$ cat config.mk
export PLATFORM = sky130hd
export DESIGN_NAME = adma_data_fifo
export DESIGN_NICKNAME = d
export VERILOG_FILES = /design/src/rtl/adma_data_fifo.sv
export SDC_FILE = /design/constraint.sdc
export NUM_CORES = 1
export LEC_CHECK = 0
export CAP_MARGIN = 20
export CORE_MARGIN = 8
export CORE_UTILIZATION = 58
export CTS_CLUSTER_SIZE = 30
export DETAILED_ROUTE_END_ITERATION = 12
export PLACE_DENSITY = 0.79
export SLEW_MARGIN = 20
export SYNTH_ARGS = -nofsm -noshare
export SYNTH_HDL_FRONTEND = slang
export SYNTH_SLANG_ARGS = --single-unit
$ cat constraint.sdc
create_clock -name CLK -period 5 [get_ports CLK]
set_input_delay 0.75 -clock CLK [delete_from_list [all_inputs] [get_ports CLK]]
set_output_delay 0.75 -clock CLK [all_outputs]
set_load 0.01 [all_outputs]
$ cat src/rtl/adma_data_fifo.sv
// adma_data_fifo: synchronous ADMA<->SD data FIFO with sticky overflow/underflow flags (optional almost flags via ADMA_FIFO_ALMOST_EN)
module adma_data_fifo #(
  parameter int DATA_WIDTH = 32,
  parameter int ADDR_WIDTH = 3
`ifdef ADMA_FIFO_ALMOST_EN
  ,
  parameter int ALMOST_FULL_THRESH  = 6,
  parameter int ALMOST_EMPTY_THRESH = 2
`endif
) (
  input  logic                  CLK,
  input  logic                  RESET,
  input  logic                  flush,
  input  logic                  clear_errors,
  input  logic [DATA_WIDTH-1:0] data_in,
  input  logic                  fifo_write,
  input  logic                  fifo_read,
  output logic [DATA_WIDTH-1:0] data_out,
  output logic                  fifo_full,
  output logic                  fifo_empty,
  output logic [ADDR_WIDTH:0]   word_count,
  output logic                  overflow,
`ifdef ADMA_FIFO_ALMOST_EN
  output logic                  almost_full,
  output logic                  almost_empty,
`endif
  output logic                  underflow
);
  localparam logic [ADDR_WIDTH:0] DEPTH = {1'b1, {ADDR_WIDTH{1'b0}}};
  logic [DATA_WIDTH-1:0] r_mem [0:(1<<ADDR_WIDTH)-1];
  logic [ADDR_WIDTH-1:0] r_wr_ptr, r_rd_ptr;
  logic                  w_rd_acc, w_wr_acc;
  logic [ADDR_WIDTH:0]   w_count_nxt;
  assign w_rd_acc = fifo_read & ~fifo_empty;
  assign w_wr_acc = fifo_write & (~fifo_full | w_rd_acc);
  // Next occupancy; flags are registered from it so they never lag word_count
  always_comb
    w_count_nxt = flush ? '0 :
                  (w_wr_acc && !w_rd_acc) ? word_count + 1'b1 :
                  (w_rd_acc && !w_wr_acc) ? word_count - 1'b1 : word_count;
  // Storage array, deliberately not reset; flush blocks the write so a discarded word never lands
  always_ff @(posedge CLK)
    if (!RESET && !flush && w_wr_acc) r_mem[r_wr_ptr] <= data_in;
  // Pointers, occupancy, status flags and registered read data
  always_ff @(posedge CLK) begin
    if (RESET) begin
      r_wr_ptr   <= '0;
      r_rd_ptr   <= '0;
      word_count <= '0;
      data_out   <= '0;
      fifo_full  <= 1'b0;
      fifo_empty <= 1'b1;
      overflow   <= 1'b0;
      underflow  <= 1'b0;
    end else begin
      if (flush) begin
        r_wr_ptr <= '0;
        r_rd_ptr <= '0;
        data_out <= '0;
      end else begin
        if (w_wr_acc) r_wr_ptr <= r_wr_ptr + 1'b1;
        if (w_rd_acc) begin
          r_rd_ptr <= r_rd_ptr + 1'b1;
          data_out <= r_mem[r_rd_ptr];
        end
      end
      word_count <= w_count_nxt;
      fifo_full  <= w_count_nxt == DEPTH;
      fifo_empty <= w_count_nxt == '0;
      overflow   <= (fifo_write & ~w_wr_acc) | (overflow & ~clear_errors);
      underflow  <= (fifo_read & fifo_empty) | (underflow & ~clear_errors);
    end
  end
`ifdef ADMA_FIFO_ALMOST_EN
  localparam logic [ADDR_WIDTH:0] AF_CNT = ALMOST_FULL_THRESH[ADDR_WIDTH:0];
  localparam logic [ADDR_WIDTH:0] AE_CNT = ALMOST_EMPTY_THRESH[ADDR_WIDTH:0];
  // Threshold flags from next occupancy so they change on the same edge as word_count
  always_ff @(posedge CLK) begin
    if (RESET) begin
      almost_full  <= 1'b0;
      almost_empty <= 1'b1;
    end else begin
      almost_full  <= w_count_nxt >= AF_CNT;
      almost_empty <= w_count_nxt <= AE_CNT;
    end
  end
`endif
endmodule

==> results.py, run 1 <==
metrics = {
    "min_path": {
        "worst_hold_path_type": "register to register",
        "hold_path_end": "underflow$_SDFF_PP0_",
        "holdPathStages": 2,
        "hp-start": "underflow$_SDFF_PP0_",
    },
    "critical_path": {
        "reg2reg_from": "fifo_empty$_SDFF_PP1_",
        "r2r_slack_ns": 2.36,
        "reg2regPathDepth": 4,
        "reg2reg_to": "r_mem[6][17]$_DFFE_PP_",
        "worst_setup_path_end_kind": "register",
        "max_stage_delay_ns": 0.92,
        "cp.arrival_ns": 3.15,
        "crit_required_ns": 5.15,
        "cp_max_fo": 32,
        "crit_slowest_cell": "nor2_4",
        "critPathLaunchType": "input port",
        "worstSetupPathType": "input port to register",
        "worstPathCellList": "clkdlybuf4s50_1 > a21boi_2 > nand3_1 > nor2_4",
    },
    "detailed_routing": {
        "drt-wirelength-per-cell_um": 23.0,
        "first_iter_violations": 451,
        "drcViolationCount": 0,
        "vias_per_cell": 5.85,
        "num_vias": 5514,
        "detail-route-antenna-nets": 0,
        "drtPass1Iterations": 4,
        "wirelength_um": 21700,
    },
    "yosys": {
        "synth_area_sq_mm": 0.0113,
        "synth_area_leader_cell": "edfxtp_1",
        "synthTopCellsByArea": "edfxtp_1 (68%), mux4_2 (13%), dfxtp_1 (8.1%), mux2i_1 (3.0%), a21oi_1 (1.5%)",
        "synth_edf_count": 256,
        "ys_warn_count": 0,
        "synth_cells": 568,
        "yosys.area.top_type_share_pct": 67.8,
        "syn-num-nets": 610,
        "synthArstFlopShare_pct": 0,
        "synth_seq_cells": 302,
        "yosysSeqAreaShare_pct": 75.9,
        "yosys.cell_types.count": 36,
        "avgSynthCellArea_sq_um": 20.0,
        "synthFlopType": "edfxtp_1",
    },
    "sta": {
        "timing.fmax_mhz": 333,
        "clock_skew_ns": 0.0110,
        "worstMarginPinSlew_ns": 1.05,
        "setup_viol": 0,
        "rsz0062_at_grt": "false",
        "fin_crit_sh_pct": 60.1,
        "worst_hold_slack_ns": 0.529,
        "finalHoldViolations": 0,
        "drv_slew": 0,
        "period_minus_slack_ns": 3.00,
        "tns_ns": 0,
        "max-slew-margin-rel_pct": 29.6,
    },
    "placement": {
        "routabilityCongestion": 0.697,
        "port_buffers": 77,
        "post-place-cells": 886,
        "hpwlAfterDp_um": 12300,
    },
    "global_routing": {
        "grt-ovfl-total": 0,
        "grt_max_degree": 51,
        "grt_pass1_vias": 5895,
        "grt_first_pass_wirelength_um": 33500,
        "track_usage_pct": 17.8,
        "antenna_found_initial": 0,
    },
    "pwr": {
        "p_int_mw": 3.97,
        "p_clk_share_pct": 40.8,
        "peakVddDrop_mv": 0.380,
        "power.switching_mw": 0.967,
        "power.density_mw_per_mm2": 369,
        "pwr-share-comb_pct": 3.2,
        "leakage_nw": 4.11,
        "power_mw": 4.93,
        "seq_power_share_pct": 56.0,
        "p_sw_share_pct": 19.6,
    },
    "die": {
        "die_area_sq_mm": 0.0243,
        "rows": 51,
        "pin_count": 78,
        "die_w_um": 156,
        "coreArea_sq_mm": 0.0193,
        "die_h_um": 156,
        "initial_utilization_pct": 58.6,
    },
    "clocking": {
        "cts.clk_slew.worst_paths_ns": 0.06,
        "cts-htree-levels": 1,
        "cts_made_buffers": 29,
        "postCtsResizedCells": 0,
        "clock_latency_ns": 0.53,
        "root_buffer": "clkbuf_16",
        "holdBufCountCts": 0,
        "clkSinkCount": 302,
        "clockBufferDepth": 3,
        "cts_tree": "done",
        "postCtsSetupRepairBufs": 0,
    },
    "run": {
        "maxCapViolations": 0,
    },
    "final_layout": {
        "final_layout_size_suffix_gt1_share_pct": 19.2,
        "post-route-util_pct": 69.1,
        "area_delta_synth_final_pct": 17.9,
        "finalNonFillerCells": 943,
        "diodes": 0,
        "final_nets": 698,
    },
    "outcome": {
        "status": "completed",
    },
}
==> Yosys cell counts, types with 4 or more instances <==
master,instances
nor2_1,21
clkbuf_1,11
mux2i_1,34
dfxtp_1,46
edfxtp_1,256
mux4_2,64
a21oi_1,35
o21ai_0,33
ha_1,4
buf_6,4
nand2_1,9
xnor2_1,5
buf_2,12
==> power by group through the flow <==
stage	logic (mW)	registers, mW	clock network (mW)
6_report	0.159	2.76	2.01
5_1_grt	0.172	2.76	2.14
4_1_cts	0.159	2.76	2.05
3_5_place_dp	0.158	2.82	0
3_3_place_gp	0.151	2.81	0
2_1_floorplan	0.0686	2.81	0
==> how the worst max path moves through the flow <==
stage,to,depth (start not counted),startpoint,slack [ns]
6_report,r_mem[6][17]$_DFFE_PP_,4,fifo_write,2.00
5_1_grt,r_mem[6][3]$_DFFE_PP_,5,fifo_read,1.81
4_1_cts,r_mem[3][15]$_DFFE_PP_,4,fifo_write,1.95
3_5_place_dp,r_mem[3][18]$_DFFE_PP_,4,fifo_write,1.41
3_3_place_gp,r_mem[1][29]$_DFFE_PP_,4,fifo_write,1.51
2_1_floorplan,r_mem[4][0]$_DFFE_PP_,4,fifo_write,0.96
==> flip-flops by register name, summed over array words and instances, names as in the netlist <==
register	cells
overflow	1
r_wr_ptr	3
data_out	32
word_count	4
r_mem	256
fifo_empty	1
underflow	1
fifo_full	1
r_rd_ptr	3
==> logic make-up after synthesis <==
family / count (synthesis) / synth area share [%]
and+or+nand+nor: 46 / 1.96
buffers and inverters: 34 / 1.75
DFF: 302 / 75.9
muxes: 98 / 15.7
xor gates and xnor gates: 7 / 0.541
AOI/OAI and AO/OA: 77 / 3.64
adders and majority gates: 4 / 0.442
==> critical path, delay by kind of cell <==
kind                   cells  cell delay, ns
and+or+nand+nor            2            1.28
buffers and inverters      1            0.72
AOI/OAI and AO/OA          1            0.38
==> final cells by class <==
| class | instances | area [sq um] |
|---|---|---|
| inverters | 3 | 11.3 |
| flip-flops and latches | 302 | 8620 |
| repair buffers | 88 | 933 |
| fillers | 1196 | 5970 |
| clock inverters | 13 | 91.3 |
| well taps | 265 | 332 |
| multi-input cells | 232 | 2590 |
| clock buffers | 40 | 787 |
==> placed cells by master, fill, tap and decap left out, types with 3 or more instances in the layout <==
cell,count
ha_1,4
o21ai_0,33
xnor2_1,5
inv_1,3
clkinv_1,6
nand2b_1,3
buf_4,7
mux4_2,64
nor2_1,14
nor2_4,6
a21oi_1,35
edfxtp_1,256
clkbuf_1,9
buf_16,4
clkbuf_16,29
clkdlybuf4s50_1,77
dfxtp_1,43
nand2_1,9
mux2i_1,34
==> metal layers <==
layer / wire (um) / vias to the layer above / global-route usage, %
li1: - / 2469 / -
met1: 9050 / 2836 / 22.7
met2: 11100 / 180 / 31.4
met3: 1190 / 29 / 3.21
met4: 338 / 0 / 4.07
met5: 0 / - / 0
==> stage by stage <==
step,worst slack [ns],area (sq um)
global route,1.81,13400
finish,2.00,13400
global placement,1.51,12400
detailed placement,1.41,12400
floorplan,0.961,11300
CTS,1.95,13300
(Power assumes the default switching activity.)
==> run 2, diff against run 1 <==
--- a/config.mk
+++ b/config.mk
@@ -7,10 +7,10 @@
 export LEC_CHECK = 0
 export CAP_MARGIN = 20
 export CORE_MARGIN = 8
-export CORE_UTILIZATION = 58
+export CORE_UTILIZATION = 53
 export CTS_CLUSTER_SIZE = 30
 export DETAILED_ROUTE_END_ITERATION = 12
-export PLACE_DENSITY = 0.79
+export PLACE_DENSITY = 0.76
 export SLEW_MARGIN = 20
 export SYNTH_ARGS = -nofsm -noshare
 export SYNTH_HDL_FRONTEND = slang
==> constraint.sdc (replaced) <==
create_clock -name CLK -period 2.6 [get_ports CLK]
set_input_delay 0.39 -clock CLK [delete_from_list [all_inputs] [get_ports CLK]]
set_output_delay 0.39 -clock CLK [all_outputs]
set_load 0.01 [all_outputs]
==> run 2 against run 1 <==
Effect of this change:
- global-route usage decreased by 0.56 points
- cell area grew 2.6%
- critical endpoint is now fifo_full
- total power is 100% higher
- largest cell class unchanged
- sequential share of layout area down 1.7 points
==> results.py, run 2 (synthesis results as in run 1) <==
metrics = {
    "placement": {
        "placedInstanceArea_sq_mm": 0.0127,
        "routabilityCongestion": 0.733,
        "port_buffers": 77,
        "hpwlAfterDp_um": 13400,
    },
    "pwr": {
        "power.density_mw_per_mm2": 719,
        "seq_power_share_pct": 53.8,
        "leakage_nw": 4.28,
        "pwr-share-comb_pct": 3.3,
        "p_clk_share_pct": 42.9,
        "p_int_mw": 7.89,
        "p_sw_share_pct": 20.0,
        "peakVddDrop_mv": 0.500,
        "power.switching_mw": 1.97,
    },
    "global_routing": {
        "use_met1_pct": 21.4,
        "grt-ovfl-total": 0,
        "grt_first_pass_wirelength_um": 35000,
        "grt_max_degree": 35,
        "grt_use_met2_pct": 30.8,
        "track_usage_pct": 17.3,
        "grt_most_used_layer": "met2",
        "antenna_found_initial": 0,
        "grt_pass1_vias": 6080,
        "grt.met3_usage_pct": 3.21,
    },
    "critical_path": {
        "reg2reg_from": "fifo_empty$_SDFF_PP1_",
        "path_buf_inv": 1,
        "reg2regPathDepth": 6,
        "worstPathCellList": "clkdlybuf4s50_1",
        "r2r_slack_ns": 0.67,
        "crit_slowest_cell": "clkdlybuf4s50_1",
        "cp_max_fo": 7,
        "cp.arrival_ns": 1.64,
        "crit_required_ns": 2.21,
        "worst_setup_path_end_kind": "output pin",
        "reg2reg_to": "r_mem[1][29]$_DFFE_PP_",
        "cp_top_family": "buffers and inverters",
        "critPathLaunchType": "register",
        "max_stage_delay_ns": 0.60,
        "crit_cells": 1,
        "worstSetupPathType": "register to output pin",
    },
    "die": {
        "initial_utilization_pct": 53.9,
        "die_area_sq_mm": 0.0263,
        "pin_count": 78,
        "die_w_um": 162,
        "die_h_um": 162,
        "coreArea_sq_mm": 0.0210,
        "rows": 53,
    },
    "sta": {
        "rsz0062_at_grt": "false",
        "timing.fmax_mhz": 492,
        "max-slew-margin-rel_pct": 54.2,
        "fin_crit_sh_pct": 78.1,
        "period_minus_slack_ns": 2.03,
        "setup_viol": 0,
        "drv_slew": 0,
        "clock_skew_ns": 0.0168,
        "worstMarginPinSlew_ns": 0.687,
        "finalHoldViolations": 0,
    },
    "clocking": {
        "cts_tree": "done",
        "clockBufferDepth": 3,
        "clock_latency_ns": 0.55,
        "holdBufCountCts": 0,
        "root_buffer": "clkbuf_16",
        "cts-htree-levels": 1,
        "postCtsSetupRepairBufs": 0,
        "cts.clk_slew.worst_paths_ns": 0.06,
        "postCtsResizedCells": 0,
        "clkSinkCount": 302,
        "cts_made_buffers": 31,
    },
    "final_layout": {
        "final_cell_mix": "edfxtp_1 (256), clkdlybuf4s50_1 (77), mux4_2 (64)",
        "final_layout_size_suffix_gt1_share_pct": 23.0,
        "largest_reg_flops": 256,
        "diodes": 0,
        "area_delta_synth_final_pct": 21.0,
        "top_register": "r_mem",
        "final_cell_area_sq_mm": 0.0137,
        "top_regs": "r_mem x256, data_out x32, word_count x4",
        "layout.cells.most_common": "edfxtp_1",
        "post-route-util_pct": 65.2,
        "final_nets": 718,
    },
    "detailed_routing": {
        "drtPass1Iterations": 4,
        "first_iter_violations": 391,
        "wirelength_um": 22400,
        "num_vias": 5585,
        "drcViolationCount": 0,
        "detail-route-antenna-nets": 0,
        "vias_per_cell": 5.72,
        "drt-wirelength-per-cell_um": 22.9,
    },
    "run": {
        "maxCapViolations": 0,
    },
    "min_path": {
        "holdPathStages": 2,
        "worst_hold_path_type": "input port to register",
        "hp-start": "flush",
        "hold_path_end": "fifo_full$_SDFF_PP0_",
    },
    "outcome": {
        "status": "completed",
    },
}
## run 2: cell count changes in the layout (fill, tap and decap cells not counted), moves of 3 or more
cell,previous run,this run
buf_12,0,12
buf_4,7,17
clkinv_2,2,10
clkbuf_1,9,3
buf_16,4,0
clkinv_4,0,3
## run 2: worst max-delay path by stage
stage / start / end
4_1_cts: fifo_full$_SDFF_PP0_ / fifo_full
3_5_place_dp: fifo_read / r_mem[1][1]$_DFFE_PP_
6_report: fifo_full$_SDFF_PP0_ / fifo_full
5_1_grt: fifo_full$_SDFF_PP0_ / fifo_full
3_3_place_gp: fifo_read / r_mem[1][20]$_DFFE_PP_
2_1_floorplan: fifo_empty$_SDFF_PP1_ / r_mem[7][0]$_DFFE_PP_
## run 2: area by class of cell
class	instances	area, sq um
Timing Repair Buffer	106	1140
Fill cell	1345	7310
Multi-Input combinational cell	232	2610
Inverter	3	11.3
Tap cell	275	344
Sequential cell	302	8610
Clock buffer	36	815
Clock inverter	22	185
## run 2: through the flow
stage          worst slack (ns)  cells  TNS [ns]  hold slack [ns]  total power, mW
4_1_cts                   0.542    976         0            0.461             9.95
3_3_place_gp              0.230    918         0            0.462             5.72
6_report                  0.569    976         0            0.477             9.86
5_1_grt                   0.501    976         0            0.497             10.2
3_5_place_dp              0.176    918         0            0.491             5.74
2_1_floorplan            -0.256    568    -57.00            0.461             5.54
## run 2: layer usage
layer | routed length (um) | vias up | part of all wire [%]
met5 | 0 | - | 0
met4 | 298 | 0 | 1.3
met3 | 1350 | 29 | 6.0
met2 | 11900 | 170 | 53
met1 | 8840 | 2860 | 39
li1 | - | 2526 | -
## run 2: power groups by stage
stage / Clock [mW] / Sequential [mW] / Combinational (mW)
global route: 4.51 / 5.30 / 0.354
global placement: 0 / 5.40 / 0.315
finish: 4.23 / 5.30 / 0.326
detailed placement: 0 / 5.41 / 0.329
CTS: 4.31 / 5.30 / 0.332
floorplan: 0 / 5.41 / 0.132
==> run 3, diff against run 2 <==
--- a/config.mk
+++ b/config.mk
@@ -7,10 +7,10 @@
 export LEC_CHECK = 0
 export CAP_MARGIN = 20
 export CORE_MARGIN = 8
-export CORE_UTILIZATION = 53
+export CORE_UTILIZATION = 58
 export CTS_CLUSTER_SIZE = 30
 export DETAILED_ROUTE_END_ITERATION = 12
-export PLACE_DENSITY = 0.76
+export PLACE_DENSITY = 0.79
 export SLEW_MARGIN = 20
 export SYNTH_ARGS = -nofsm -noshare
 export SYNTH_HDL_FRONTEND = slang
==> constraint.sdc (replaced) <==
create_clock -name CLK -period 2.03 [get_ports CLK]
set_input_delay 0.3045 -clock CLK [delete_from_list [all_inputs] [get_ports CLK]]
set_output_delay 0.3045 -clock CLK [all_outputs]
set_load 0.01 [all_outputs]
==> run 3 against run 2 <==
Effect of this change:
- cell area grew 0.33%
- register-to-register slack got worse by 0.43 ns
- sequential power up 28%
- clock power increased by 20%
- die area down 7.8%
- core utilization grew 5.9 points
- sequential cell count unchanged
- final cell count decreased by 0.61%
- wire length rose by 4.4%
- global-route usage grew 2.3 points
- critical endpoint is now word_count[0]
==> results.py, run 3 (synthesis results as in run 1) <==
metrics = {
    "outcome": {
        "status": "completed",
    },
    "detailed_routing": {
        "wirelength_um": 23400,
        "drcViolationCount": 0,
        "num_vias": 5790,
        "detail-route-antenna-nets": 0,
        "drtPass1Iterations": 5,
        "vias_per_cell": 5.97,
        "drt-wirelength-per-cell_um": 24.1,
        "first_iter_violations": 520,
    },
    "critical_path": {
        "cp_top_family": "buffers and inverters",
        "cp_max_fo": 7,
        "reg2reg_from": "r_rd_ptr[0]$_SDFFE_PP0P_",
        "crit_slowest_cell": "clkdlybuf4s50_1",
        "worstSetupPathType": "register to output pin",
        "worst_setup_path_end_kind": "output pin",
        "cp.arrival_ns": 1.59,
        "reg2regPathDepth": 4,
        "r2r_slack_ns": 0.24,
        "path_buf_inv": 1,
        "max_stage_delay_ns": 0.60,
        "crit_required_ns": 1.73,
        "reg2reg_to": "data_out[4]$_SDFFE_PP0P_",
        "critPathLaunchType": "register",
        "worstPathCellList": "clkdlybuf4s50_1",
        "startpoint": "word_count[0]$_SDFF_PP0_",
    },
    "die": {
        "die_w_um": 156,
        "pin_count": 78,
        "coreArea_sq_mm": 0.0193,
        "die_h_um": 156,
        "initial_utilization_pct": 58.6,
        "rows": 51,
        "die_area_sq_mm": 0.0243,
    },
    "sta": {
        "rsz0062_at_grt": "false",
        "tns_ns": 0,
        "worst_hold_slack_ns": 0.438,
        "period_minus_slack_ns": 1.90,
        "finalHoldViolations": 0,
        "setup_viol": 0,
        "timing.fmax_mhz": 527,
        "max-slew-margin-rel_pct": 70.2,
        "drv_slew": 0,
        "worstMarginPinSlew_ns": 0.447,
        "clock_skew_ns": 0.00883,
        "fin_crit_sh_pct": 93.4,
    },
    "clocking": {
        "holdBufCountCts": 0,
        "clkSinkCount": 302,
        "root_buffer": "clkbuf_16",
        "cts.clk_slew.worst_paths_ns": 0.07,
        "cts_made_buffers": 28,
        "clockBufferDepth": 3,
        "cts_tree": "done",
        "clock_latency_ns": 0.53,
        "cts-htree-levels": 1,
    },
    "final_layout": {
        "final_cell_area_sq_mm": 0.0138,
        "post-route-util_pct": 71.2,
        "largest_reg_flops": 256,
        "diodes": 0,
        "final_nets": 726,
        "layout.cells.most_common": "edfxtp_1",
        "num-fill-cells": 1139,
        "top_register": "r_mem",
        "area_delta_synth_final_pct": 21.4,
        "top_regs": "r_mem x256, data_out x32, word_count x4",
        "final_layout_size_suffix_gt1_share_pct": 23.7,
        "final_cell_mix": "edfxtp_1 (256), clkdlybuf4s50_1 (77), mux4_2 (64)",
    },
    "placement": {
        "port_buffers": 77,
        "routabilityCongestion": 0.779,
        "hpwlAfterDp_um": 13800,
        "placedInstanceArea_sq_mm": 0.0129,
    },
    "pwr": {
        "p_int_mw": 9.84,
        "pwr-share-comb_pct": 3.6,
        "p_sw_share_pct": 20.1,
        "power.switching_mw": 2.47,
        "leakage_nw": 4.31,
        "power.density_mw_per_mm2": 895,
        "peakVddDrop_mv": 0.873,
        "p_clk_share_pct": 41.3,
        "seq_power_share_pct": 55.2,
        "power_mw": 12.3,
    },
    "global_routing": {
        "grt_max_degree": 39,
        "grt-ovfl-total": 0,
        "antenna_found_initial": 0,
        "track_usage_pct": 19.6,
        "grt_pass1_vias": 6094,
        "grt_first_pass_wirelength_um": 36000,
    },
    "min_path": {
        "hp-start": "clear_errors",
        "hold_path_end": "overflow$_SDFF_PP0_",
        "holdPathStages": 4,
        "worst_hold_path_type": "input port to register",
    },
    "run": {
        "maxCapViolations": 0,
    },
}
-- run 3: layout make-up --
type / instances / area, sq um / area share (%)
clock inverter: 21 / 173 / 1.25
clock buffer: 30 / 729 / 5.30
sequential: 302 / 8620 / 62.6
tap: 265 / 332 / 2.41
timing repair buffer: 117 / 1270 / 9.24
inverter: 3 / 11.3 / 0.0818
multi-input combinational: 232 / 2630 / 19.1
-- run 3: worst max-delay path by stage --
stage	to	cells past startpoint
6_report	word_count[0]	1
5_1_grt	word_count[0]	1
4_1_cts	fifo_full	1
3_5_place_dp	r_mem[3][31]$_DFFE_PP_	7
3_3_place_gp	r_mem[3][8]$_DFFE_PP_	7
2_1_floorplan	r_mem[0][0]$_DFFE_PP_	4
-- run 3: worst register-to-register path: cells and delay by family, from the launching register on --
family | cells | cell delay [ns]
compound gates | 1 | 0.11
mux | 2 | 0.81
flops | 1 | 0.51
buf+inv | 1 | 0.25
-- run 3: metal layers --
metal	up-vias	wire, um	global-route usage [%]
met5	-	0	0
met4	0	405	4.67
met3	37	1800	3.80
met2	234	11700	33.0
met1	2981	9460	25.9
li1	2538	-	-
-- run 3: metrics by stage --
stage | setup slack, ns | std cells
2_1_floorplan | -0.325 | 568
3_3_place_gp | -0.114 | 919
3_5_place_dp | -0.168 | 919
4_1_cts | 0.0300 | 970
5_1_grt | 0.0548 | 970
6_report | 0.133 | 970
-- run 3: repair_timing --
action                     in CTS  in global routing
setup endpoints to repair       0                  1
setup buffers                   0                  0
resized for setup               0                  1
-- run 3: power groups by stage --
stage	combinational, mW	clock (mW)	sequential (mW)
2_1_floorplan	0.177	0	6.93
3_3_place_gp	0.423	0	6.92
3_5_place_dp	0.438	0	6.93
4_1_cts	0.443	5.17	6.80
5_1_grt	0.474	5.38	6.80
6_report	0.439	5.08	6.80
